[src/rtl/imem_boot_loader_pkg.sv]
// Shared definitions for the IMEM boot loader: FSM states, default sync marker and frame layout.
// Testbenches reuse the field offsets to build frames.
package imem_boot_loader_pkg;

  typedef enum logic [2:0] {
    StIdle,
    StLenLo,
    StLenHi,
    StData,
    StCsum,
    StDone,
    StErr
  } loader_state_e;

  localparam logic [7:0] SyncByteDefault = 8'hA5;

  // Byte offsets of frame fields relative to the sync byte.
  localparam int unsigned OffSync  = 0;
  localparam int unsigned OffLenLo = 1;
  localparam int unsigned OffLenHi = 2;
  localparam int unsigned OffData  = 3;

  function automatic logic [7:0] csum_update(input logic [7:0] csum, input logic [7:0] data);
    return csum ^ data;
  endfunction

endpackage

[src/rtl/imem_boot_loader_word_assembler.sv]
// Packs little-endian bytes into 32-bit words; word_valid_o pulses with the fourth byte and
// word_o then carries the completed word combinationally.
module imem_boot_loader_word_assembler (
  input  logic        clk_i,
  input  logic        rst_ni,
  input  logic        clear_i,
  input  logic        byte_valid_i,
  input  logic [7:0]  byte_i,
  output logic        word_valid_o,
  output logic [31:0] word_o
);

  logic [1:0]  lane_q, lane_d;
  logic [23:0] shift_q, shift_d;

  always_comb begin
    lane_d  = lane_q;
    shift_d = shift_q;
    if (clear_i) begin
      lane_d  = 2'd0;
      shift_d = '0;
    end else if (byte_valid_i) begin
      lane_d = lane_q + 2'd1;
      unique case (lane_q)
        2'd0: shift_d[7:0]   = byte_i;
        2'd1: shift_d[15:8]  = byte_i;
        2'd2: shift_d[23:16] = byte_i;
        2'd3: shift_d        = '0;
      endcase
    end
  end

  assign word_valid_o = byte_valid_i & ~clear_i & (lane_q == 2'd3);
  assign word_o       = {byte_i, shift_q};

  always_ff @(posedge clk_i) begin
    if (!rst_ni) begin
      lane_q  <= 2'd0;
      shift_q <= '0;
    end else begin
      lane_q  <= lane_d;
      shift_q <= shift_d;
    end
  end

endmodule

[src/rtl/imem_boot_loader.sv]
// Framed byte-stream loader: writes a program image into IMEM and releases cpu reset once the
// XOR checksum of the data bytes verifies.
module imem_boot_loader
  import imem_boot_loader_pkg::*;
#(
  parameter int unsigned ADDR_WIDTH = 11,
  parameter logic [7:0]  SYNC_BYTE  = SyncByteDefault
) (
  input  logic                  clk,
  input  logic                  reset,
  input  logic                  rx_valid,
  input  logic [7:0]            rx_data,
  output logic                  rx_ready,
  output logic                  imem_we,
  output logic [ADDR_WIDTH-1:0] imem_addr,
  output logic [31:0]           imem_wdata,
  output logic                  cpu_reset,
  output logic                  load_done,
  output logic                  load_error
);

  localparam int unsigned CntW = ADDR_WIDTH + 1;
  localparam logic [16:0] MaxWords = 17'(1) << ADDR_WIDTH;

  loader_state_e         state_q, state_d;
  logic [7:0]            len_lo_q, len_lo_d;
  logic [15:0]           len_q, len_d;
  logic [CntW-1:0]       cnt_q, cnt_d;
  logic [7:0]            csum_q, csum_d;
  logic                  imem_we_q, imem_we_d;
  logic [ADDR_WIDTH-1:0] imem_addr_q, imem_addr_d;
  logic [31:0]           imem_wdata_q, imem_wdata_d;
  logic                  cpu_reset_q, cpu_reset_d;
  logic                  load_done_q, load_done_d;
  logic                  load_error_q, load_error_d;

  logic        accept;
  logic [15:0] len_full;
  logic        last_word;
  logic        asm_clear;
  logic        asm_byte_valid;
  logic        word_valid;
  logic [31:0] word;

  assign rx_ready       = (state_q != StDone) && (state_q != StErr);
  assign accept         = rx_valid & rx_ready;
  assign len_full       = {rx_data, len_lo_q};
  assign last_word      = (17'(cnt_q) + 17'd1) == {1'b0, len_q};
  assign asm_clear      = accept & (state_q == StLenHi);
  assign asm_byte_valid = accept & (state_q == StData);

  imem_boot_loader_word_assembler u_word_assembler (
    .clk_i        (clk),
    .rst_ni       (reset),
    .clear_i      (asm_clear),
    .byte_valid_i (asm_byte_valid),
    .byte_i       (rx_data),
    .word_valid_o (word_valid),
    .word_o       (word)
  );

  always_comb begin
    state_d      = state_q;
    len_lo_d     = len_lo_q;
    len_d        = len_q;
    cnt_d        = cnt_q;
    csum_d       = csum_q;
    imem_we_d    = 1'b0;
    imem_addr_d  = imem_addr_q;
    imem_wdata_d = imem_wdata_q;
    cpu_reset_d  = cpu_reset_q;

    unique case (state_q)
      StIdle: begin
        if (accept && (rx_data == SYNC_BYTE)) begin
          state_d = StLenLo;
          csum_d  = '0;
          cnt_d   = '0;
        end
      end
      StLenLo: begin
        if (accept) begin
          len_lo_d = rx_data;
          state_d  = StLenHi;
        end
      end
      StLenHi: begin
        if (accept) begin
          len_d = len_full;
          if ({1'b0, len_full} > MaxWords) begin
            state_d = StErr;
          end else if (len_full == 16'd0) begin
            state_d = StCsum;
          end else begin
            state_d = StData;
          end
        end
      end
      StData: begin
        if (accept) begin
          csum_d = csum_update(csum_q, rx_data);
        end
        // Word is registered here so the write strobe appears on the following cycle.
        if (word_valid) begin
          imem_we_d    = 1'b1;
          imem_wdata_d = word;
          imem_addr_d  = cnt_q[ADDR_WIDTH-1:0];
          cnt_d        = cnt_q + 1'b1;
          if (last_word) begin
            state_d = StCsum;
          end
        end
      end
      StCsum: begin
        if (accept) begin
          state_d = (rx_data == csum_q) ? StDone : StErr;
        end
      end
      StDone: begin
        cpu_reset_d = 1'b0;
      end
      StErr: begin
        cpu_reset_d = 1'b1;
      end
      default: begin
        state_d = StIdle;
      end
    endcase

    load_done_d  = load_done_q | (state_d == StDone);
    load_error_d = load_error_q | (state_d == StErr);
  end

  always_ff @(posedge clk) begin
    if (!reset) begin
      state_q      <= StIdle;
      len_lo_q     <= '0;
      len_q        <= '0;
      cnt_q        <= '0;
      csum_q       <= '0;
      imem_we_q    <= 1'b0;
      imem_addr_q  <= '0;
      imem_wdata_q <= '0;
      cpu_reset_q  <= 1'b1;
      load_done_q  <= 1'b0;
      load_error_q <= 1'b0;
    end else begin
      state_q      <= state_d;
      len_lo_q     <= len_lo_d;
      len_q        <= len_d;
      cnt_q        <= cnt_d;
      csum_q       <= csum_d;
      imem_we_q    <= imem_we_d;
      imem_addr_q  <= imem_addr_d;
      imem_wdata_q <= imem_wdata_d;
      cpu_reset_q  <= cpu_reset_d;
      load_done_q  <= load_done_d;
      load_error_q <= load_error_d;
    end
  end

  assign imem_we    = imem_we_q;
  assign imem_addr  = imem_addr_q;
  assign imem_wdata = imem_wdata_q;
  assign cpu_reset  = cpu_reset_q;
  assign load_done  = load_done_q;
  assign load_error = load_error_q;

endmodule
[config.mk]
export PLATFORM = sky130hd
export DESIGN_NAME = imem_boot_loader
export DESIGN_NICKNAME = d
export VERILOG_FILES = /design/src/rtl/imem_boot_loader_pkg.sv /design/src/rtl/imem_boot_loader_word_assembler.sv /design/src/rtl/imem_boot_loader.sv
export SDC_FILE = /design/constraint.sdc
export NUM_CORES = 1
export LEC_CHECK = 0
export BUFFER_PORTS_ARGS = -buffer_cell sky130_fd_sc_hd__buf_2
export CORE_UTILIZATION = 35
export CTS_CLUSTER_DIAMETER = 150
export CTS_CLUSTER_SIZE = 24
export DETAILED_ROUTE_END_ITERATION = 8
export GPL_TIMING_DRIVEN = 0
export MAX_ROUTING_LAYER = met4
export SYNTH_ARGS = -nofsm -noshare
export SYNTH_HDL_FRONTEND = slang
export SYNTH_HIERARCHICAL = 1
export SYNTH_SLANG_ARGS = --single-unit
[constraint.sdc]
create_clock -name clk -period 3.1 [get_ports clk]
set_input_delay 0.62 -clock clk [delete_from_list [all_inputs] [get_ports clk]]
set_output_delay 0.62 -clock clk [all_outputs]
set_load 0.01 [all_outputs]
==> out/metrics.cfg <==
[pwr]
p_clk_share_pct=56.4
swShare_pct=20.04
p_switching_mw=0.7614
seqPwrFrac_pct=40.6
internal_power_mw=3.037
p_per_area_nw_per_um2=545.4
combinationalPowerShare_pct=3.0
vdd_drop_max_mv=0.4204
p_leak_nw=2.607

[timing]
clock_skew_ns=0.009375
finalCritPeriodShare_pct=92.74
period_needed_ns=2.875
grt_setup_unrepaired=no
final_hold_viol_count=0
max_freq_mhz=347.8
final_max_slew_viol_count=0
holdWs_ns=0.4451
slew_headroom_pct=58.57
setup_viol=0
tightestPinTransition_ns=0.6167
setup_tns_ns=0

[clock_network]
path_clk_slew_ns=0.05
clock_sinks=120
cts_made_buffers=17
htreeDepth=4
tritoncts=yes
root_buffer=clkbuf_16
cts_max_path_buffers=2
clk_latency_ns=0.43

[cells_and_area]
area_growth_pct=21.74
layout_commonest_cell=nand2_1
diodes=0
nFillCells=1656
finalNonFillerCells=975
register_area_um2=2402
mostFrequentLayoutCells=nand2_1 (155), dfxtp_1 (120), a21boi_1 (82)
final_core_util_pct=43.69
num-nets-final=762
drive_above_1_share_pct=17.79
multiInputGateArea_um2=2998
final_area_um2=6965

[setup_path]
crit_buf_inv=5
slowest_delay_ns=0.34
crit_path_start_kind=flip-flop
cp.required_ns=3.47
crit_arrival_ns=3.24
cp_max_fo=13
path_cells=buf_2 -> nand2_2 -> nor2_4 -> and2_1 -> buf_4 -> buf_4 -> nand2_1 -> nor2_4 -> and2_1 -> clkbuf_1 -> clkbuf_4 -> nand2_1 -> a21boi_1 -> o21a_1
critPathTopFamily=buffers and inverters
critPathKind=reg -> reg
end_kind=flip-flop
critPathSlowestCell=clkbuf_4

[worst_hold_path]
hold_class=reg -> reg

[floorplan]
die_area_um2=16860
start_util_pct=35.89
core_um2=15940
die_h_um=129.9
die_x_um=129.9
io_pins=59
rows=46

[synthesis]
syn_inst=671
syn_avg_cell_area_um2=8.527
netlist.top_cell.by_area=dfxtp_1
netlist_top_cells_area=dfxtp_1 (42%), a21boi_1 (11%), nand2_1 (10%)
syn_area_um2=5722
synth_edf_count=0
synth.distinct_cells=54
synth_top_cell_area_share_pct=41.99
synthArstFlopShare_pct=0
ys_ff_latch=120
synth_warnings=6
synth_top_flop_cell=dfxtp_1
syn_nets=687
ys_seq_area_share_pct=41.99

[route]
drt_iter0_markers=397
wl_per_cell_um=14.90
drc=0
vias_per_cell=4.948
wirelength_um=14520
firstDrtPassIters=5
antenna_left=0
vias=4824

[global_routing]
grt_max_degree=25
antenna_found_initial=0
grt_usage_pct=18.70
grt-ovfl-total=0
first_global_vias=4437
grt_pass1_wl_um=23160

[placed_design]
dp_hpwl_um=10340
port_buffers=58
place_area_um2=6282
dp_cells=945
gp_congestion=0.7879

[outcome]
status=complete, no violations

[job]
drv_cap=0

==> worst reg2reg max path, cell delays in order, from the launching register on <==
cell and delay [ns]:
dfxtp_1 0.30, buf_2 0.19, nand2_2 0.14, nor2_4 0.19, and2_1 0.15, buf_4 0.21, buf_4 0.22, nand2_1 0.11
nor2_4 0.16, and2_1 0.14, clkbuf_1 0.33, clkbuf_4 0.34, nand2_1 0.08, a21boi_1 0.14, o21a_1 0.13
==> sequential cells by signal, summed over array words and instances, names as in the netlist <==
name                      cells
cnt_q                        12
cpu_reset                     1
csum_q                        8
imem_addr                    11
imem_wdata                   32
imem_we                       1
len_lo_q                      8
len_q                        16
load_done                     1
load_error                    1
state_q                       3
u_word_assembler/lane_q       2
u_word_assembler/shift_q     24
==> repair_timing <==
item / in CTS / in global routing
pin swaps: 0 / 1
endpoints found under the setup margin: 58 / 55
hold buffers: 0 / 0
resized for setup: 8 / 14
buffers inserted: 0 / 0
cloned: 0 / 0
==> kinds of logic (layout without fill, tap and decap cells) <==
family / count (synthesis) / in the layout / synth area share (%)
DFF: 120 / 120 / 41.99
and+or+nand+nor: 287 / 287 / 25.15
adders and majority gates: 5 / 5 / 1.093
xor gates and xnor gates: 26 / 26 / 3.980
AOI/OAI and AO/OA: 150 / 150 / 18.63
buffers and inverters: 66 / 154 / 6.189
muxes: 17 / 17 / 2.974
==> power by group through the flow <==
| stage | clock, mW | combinational (mW) | sequential (mW) |
|---|---|---|---|
| CTS | 2.16 | 0.113 | 1.54 |
| global route | 2.24 | 0.121 | 1.54 |
| global placement | 0 | 0.114 | 1.58 |
| floorplan | 0 | 0.0672 | 1.58 |
| finish | 2.14 | 0.113 | 1.54 |
| detailed placement | 0 | 0.113 | 1.58 |
==> per-stage QoR <==
stage / power, mW / worst slack, ns
global route: 3.908 / 0.03314
global placement: 1.690 / -0.8590
finish: 3.799 / 0.2251
floorplan: 1.644 / 0.2821
CTS: 3.821 / 0.05371
detailed placement: 1.689 / -0.9001
==> cell type report <==
class                           instances  area share [%]
Timing Repair Buffer                   58           4.167
Sequential cell                       120           34.49
Multi-Input combinational cell        485           43.04
Inverter                                5          0.3054
Buffer                                 59           4.886
Clock buffer                           25           7.257
Clock inverter                          7           1.976
Tap cell                              216           3.880
==> worst paths after layout <==
kind                                   start           end  slack [ns]  cells after the start
worst max register to register    state_q[1]      cnt_q[8]        0.23                     14
worst max-delay path              state_q[1]      cnt_q[8]        0.23                     14
worst min register to register  imem_addr[1]  imem_addr[1]        0.45                      2
worst min-delay path            imem_addr[1]  imem_addr[1]        0.45                      2
==> synth_stat cells, drive strengths merged, types with 6 or more instances <==
| master | instances |
|---|---|
| nand2 | 156 |
| dfxtp | 120 |
| a21boi | 83 |
| buf | 31 |
| clkbuf | 30 |
| nand3b | 27 |
| nor2 | 27 |
| o21ai | 26 |
| xnor2 | 22 |
| mux2i | 17 |
| a21oi | 14 |
| nand3 | 9 |
| nand4b | 9 |
| a21bo | 8 |
| nand4bb | 8 |
| nor3 | 8 |
| nand4 | 7 |
| nand2b | 6 |
==> per-layer routing <==
metal  global-route usage, %  wire [um]  vias to the layer above
met5                       -          0                        -
met4                   6.703        207                        0
met3                   3.895        541                       19
met2                   28.00       6413                       89
met1                   24.80       7361                     2254
li1                        -          -                     2462
No activity file was read; power rests on OpenSTA's default activity.
